## config.mk

```make
export PLATFORM = sky130hd
export DESIGN_NAME = puneh_flow_unit
export DESIGN_NICKNAME = d
export VERILOG_FILES = /design/src/rtl/puneh_flow_unit.sv
export SDC_FILE = /design/constraint.sdc
export NUM_CORES = 1
export LEC_CHECK = 0
export BUFFER_PORTS_ARGS = -buffer_cell sky130_fd_sc_hd__buf_2
export CORE_MARGIN = 2
export CORE_UTILIZATION = 48
export CTS_CLUSTER_SIZE = 8
export DETAILED_ROUTE_END_ITERATION = 8
export PLACE_DENSITY = 0.84
export SLEW_MARGIN = 20
export SYNTH_ARGS = -nofsm -noshare
export SYNTH_HDL_FRONTEND = slang
export SYNTH_SLANG_ARGS = --single-unit
```

## constraint.sdc

```tcl
create_clock -name clk -period 2.52 [get_ports clk]
set_input_delay 0.378 -clock clk [delete_from_list [all_inputs] [get_ports clk]]
set_output_delay 0.378 -clock clk [all_outputs]
set_load 0.01 [all_outputs]
```

## src/rtl/puneh_flow_unit.sv

```systemverilog
// puneh_flow_unit: program-flow and addressing stage of the PUNEH processor.
// Holds PC, page offset (OF), indirect register (IN) and status register (SR).
// Drives the memory address bus and returns the skip condition to the controller.
module puneh_flow_unit #(
  parameter int ADDR_W = 16,
  parameter int OF_W   = 4
) (
  input  logic              clk,
  input  logic              rst,
  input  logic [15:0]       inst,
  input  logic [15:0]       mem_rdata,
  input  logic [3:0]        aru_flags,
  input  logic [3:0]        lgu_flags,
  input  logic              ldPC,
  input  logic              INC1,
  input  logic              INC2,
  input  logic              selINC_PC,
  input  logic              selMEM_PC,
  input  logic              selIMM_PC,
  input  logic              selLOP,
  input  logic              ldOF,
  input  logic              selPC_OF,
  input  logic              selIMM_OF,
  input  logic              conOF,
  input  logic              ldIN,
  input  logic              selMEM_IN,
  input  logic              selINC_IN,
  input  logic              selPC_ADR,
  input  logic              selIR_ADR,
  input  logic              selIN_ADR,
  input  logic [3:0]        ldSR,
  input  logic              selSET_SR,
  input  logic              selARU_SR,
  input  logic              selLGU_SR,
  output logic [ADDR_W-1:0] addr,
  output logic [ADDR_W-1:0] pc,
  output logic [ADDR_W-1:0] in_reg,
  output logic [OF_W-1:0]   of_reg,
  output logic [3:0]        sr,
  output logic              enSKP
);

  // Architectural state
  logic [15:0] r_pc;
  logic [15:0] r_in;
  logic [3:0]  r_of;
  logic [3:0]  r_sr;

  // Next-state and datapath wires
  logic [15:0] w_pc_nxt;
  logic [15:0] w_in_nxt;
  logic [3:0]  w_of_nxt;
  logic [3:0]  w_sr_nxt;
  logic [15:0] w_tgt;
  logic [15:0] w_lop_off;
  logic [15:0] w_addr;
  logic [3:0]  w_skp_hit;
  logic        w_skp;

  // Page target: optionally splice the page offset above the 12-bit field
  always_comb begin
    w_tgt = {4'h0, inst[11:0]};
    if (conOF) begin
      w_tgt = {r_of, inst[11:0]};
    end else begin
      w_tgt = {4'h0, inst[11:0]};
    end
  end

  // Sign-extended 5-bit loop displacement
  always_comb begin
    w_lop_off = {{11{inst[4]}}, inst[4:0]};
  end

  // PC next-state: taken skip overrides, then ldPC with source priority
  always_comb begin
    w_pc_nxt = r_pc;
    if (INC2) begin
      w_pc_nxt = r_pc + 16'd2;
    end else if (!ldPC) begin
      w_pc_nxt = r_pc;
    end else if (selMEM_PC) begin
      w_pc_nxt = mem_rdata;
    end else if (selLOP) begin
      w_pc_nxt = r_pc + w_lop_off;
    end else if (selIMM_PC) begin
      w_pc_nxt = w_tgt;
    end else if (selINC_PC && INC1) begin
      w_pc_nxt = r_pc + 16'd1;
    end else begin
      w_pc_nxt = r_pc;
    end
  end

  // OF next-state: immediate nibble or current PC page
  always_comb begin
    w_of_nxt = r_of;
    if (!ldOF) begin
      w_of_nxt = r_of;
    end else if (selIMM_OF) begin
      w_of_nxt = inst[3:0];
    end else if (selPC_OF) begin
      w_of_nxt = r_pc[15:12];
    end else begin
      w_of_nxt = r_of;
    end
  end

  // IN next-state: memory word, or memory word plus one for auto-increment
  always_comb begin
    w_in_nxt = r_in;
    if (!ldIN) begin
      w_in_nxt = r_in;
    end else if (selMEM_IN) begin
      w_in_nxt = mem_rdata;
    end else if (selINC_IN) begin
      w_in_nxt = mem_rdata + 16'd1;
    end else begin
      w_in_nxt = r_in;
    end
  end

  // SR next-state: per-bit enables, source priority SET > ARU > LGU
  always_comb begin
    w_sr_nxt = r_sr;
    for (int i = 0; i < 4; i++) begin
      if (!ldSR[i]) begin
        w_sr_nxt[i] = r_sr[i];
      end else if (selSET_SR) begin
        w_sr_nxt[i] = inst[i];
      end else if (selARU_SR) begin
        w_sr_nxt[i] = aru_flags[i];
      end else if (selLGU_SR) begin
        w_sr_nxt[i] = lgu_flags[i];
      end else begin
        w_sr_nxt[i] = r_sr[i];
      end
    end
  end

  // State registers; loads during reset are discarded
  always_ff @(posedge clk or negedge rst) begin
    if (!rst) begin
      r_pc <= 16'h0000;
      r_of <= 4'h0;
      r_in <= 16'h0000;
      r_sr <= 4'h0;
    end else begin
      r_pc <= w_pc_nxt;
      r_of <= w_of_nxt;
      r_in <= w_in_nxt;
      r_sr <= w_sr_nxt;
    end
  end

  // Address mux, priority PC > IN > IR; idles at zero
  always_comb begin
    w_addr = 16'h0000;
    if (selPC_ADR) begin
      w_addr = r_pc;
    end else if (selIN_ADR) begin
      w_addr = r_in;
    end else if (selIR_ADR) begin
      w_addr = w_tgt;
    end else begin
      w_addr = 16'h0000;
    end
  end

  // Skip condition: any masked flag set, inverted by the polarity bit
  always_comb begin
    w_skp_hit = r_sr & inst[3:0];
    w_skp     = (|w_skp_hit) ^ inst[4];
  end

  assign addr   = w_addr;
  assign pc     = r_pc;
  assign in_reg = r_in;
  assign of_reg = r_of;
  assign sr     = r_sr;
  assign enSKP  = w_skp;

endmodule

```

==> metrics.txt <==
run status=completed; worst endpoint required time=2.71 ns; CTS sink count=40; peak supply drop=0.325 mV; Unique masters post-synth=67; CTS tree=done; root buf cell=clkbuf_8; leakage power=2.41 nW; Seq/Total Area, Yosys=23.6%; worst min path class=input port to async pin; top-level I/O count=123; max-slew violations=0; Rel. slew slack=36.1%; total grt overflow=0; skew final=0.00577 ns; Crit path buffers/inverters=1; initial antenna violation count=0; via count=4,987; Post-DP HPWL=11,100 um; crit share post-route=96.7%; max cap viols=0; most frequent CP cell=o21ai_0; Max clock buf depth=2; final hold violations=0; top post-synthesis cells by count=84 x nand2_1, 57 x o21ai_0, 51 x a21oi_1; unrepaired setup endpoints after global routing=false; Clock Latency Late Sink=0.30 ns; Die X-Extent=98.1 um; Max Freq=410 MHz; Min Hold Slack=0.217 ns; endpoints failing setup=0; critical path class=register to register; Area growth syn-to-layout=21.9%; startpoint types=register; critical path capture point type=register; Core Util, Final=60.0%; Post-synth EDFFs=0; Final ANT Viol Nets=0; number of global-route vias before repair=4,599; Syn Nets=664; Synth area leader=dfrtp_1; max incr delay on CP=0.39 ns; Clock Pin Slew Worst Setup and Hold Paths=0.09 ns; die area=9620 um2; pwr/cell area=663 nW/um2; top-count cell post-synth=nand2_1; dpl cell area=5080 um2; num rows=34; Top FF cell, synth=dfrtp_1; Starting Density=49.2%; First DRT Iteration DRCs=643; cells after synthesis=579; Mapped Area=4250 um2; DR WL/cell=17.6 um; Worst-Margin Slew=0.959 ns; core box area=8640 um2; RD Place Congestion=0.991; worst-path cell chain=ha_1 -> buf_4 -> a211oi_1 -> o21ai_0 -> a311oi_2 -> o21ai_0 -> xnor2_1 -> a311o_1; Final Instance Area=5180 um2; diode count=0; FF/Latch Area=1000 um2; port bufs=118; critical path's top delay family=compound AO/OA/AOI/OAI gates; Layout fillers=760; first-pass GRT wire length=22,700 um; Worst EP arrival=2.63 ns; number of buffers created by CTS=5; Yosys top cell area share=23.6%; largest net degree at the start of global routing=41; H-tree Lvls=2; FF+latch count, synth=40; Layout Nets=784; critical path peak fanout=2; vias per cell=6.17; multi-input logic area=3000 um2; slowest cell on the critical path=dfrtp_1; Total Routing Usage GR=28.8%; Chip Height=98.1 um; Detailed Route WL=14,200 um; synth warn=0; top cells by area, synth=dfrtp_1 24%, nand2_1 7.4%, o21ai_0 6.7%; total power=3.43 mW; DR pass1 iterations=6; fraction of registers with async set or reset after synthesis=100%; drt drc=0; Avg Inst Size Synth=7.34 um2; share of cells above drive strength 1=25.6%; Final min period=2.44 ns
repair_timing:
item	in CTS	in global routing
setup endpoints to repair	0	2
gates resized for setup	0	2
hold buffers	0	0
setup buffers	0	0
cell type report:
class	count	share of cell area, %
multi-input combinational	478	57.8
sequential	40	19.3
timing repair buffer	158	17.2
tap	108	2.61
clock buffer	6	1.59
inverter	16	1.16
clock inverter	2	0.290
cells by family after synthesis:
| logic type | Yosys count | synth area share [%] |
|---|---|---|
| muxes | 19 | 4.56 |
| xor gates and xnor gates | 44 | 9.07 |
| AOI/OAI and AO/OA | 185 | 27.3 |
| buffers and inverters | 61 | 6.10 |
| and+or+nand+nor | 211 | 23.7 |
| DFF | 40 | 23.6 |
| adders and majority gates | 19 | 5.77 |
path summary, 6_finish.rpt:
path | cells after the start | end | slack (ns) | startpoint
worst max-delay path | 8 | pc[15] | 0.08 | pc[0]
worst min-delay path | 1 | pc[1] | 0.22 | rst
worst max register to register | 8 | pc[15] | 0.08 | pc[0]
worst min register to register | 2 | in_reg[12] | 0.51 | in_reg[12]
max in group asynchronous | 1 | of_reg[2] | 1.70 | rst
min in group clk | 3 | sr[3] | 0.33 | ldSR[3]
cell usage in the layout (no fill, tap or decap), drive strengths merged, types with 5 or more instances in the layout:
cell type,count
buf,158
nand2,84
o21ai,57
a21oi,51
dfrtp,40
nor2,36
nand3,29
xnor2,28
ha,18
inv,16
mux2i,16
xor2,16
nor3,12
o22ai,9
nand4,9
a211oi,8
and3,8
a21o,8
a31oi,7
o211ai,6
clkbuf,6
and2,6
a22oi,5
o31ai,5
stage by stage:
stage / std cells / setup WS [ns] / TNS (ns)
global placement: 800 / -0.0173 / -0.0173
floorplan: 579 / 0.0724 / 0
CTS: 808 / 0.0732 / 0
global route: 808 / 0.0293 / 0
finish: 808 / 0.0826 / 0
detailed placement: 800 / -0.0424 / -0.0424
routing by layer:
metal	GRT usage [%]	routed length, um	vias to the layer above
met1	39.3	5770	2290
met3	4.58	1460	31
met4	9.51	329	0
met2	46.7	6650	327
met5	0	0	-
li1	-	-	2339
worst reg2reg max path, stage by stage, from the launching register on:
cell and delay, ns:
dfrtp_1 0.39, ha_1 0.23, buf_4 0.15, a211oi_1 0.28, o21ai_0 0.22, a311oi_2 0.37, o21ai_0 0.18, xnor2_1 0.16
a311o_1 0.35
report_power, final:
| group | internal (mW) | switching (mW) |
|---|---|---|
| logic | 0.880 | 1.19 |
| registers | 0.763 | 0.116 |
| clock network | 0.222 | 0.263 |
(Power assumes the default switching activity.)
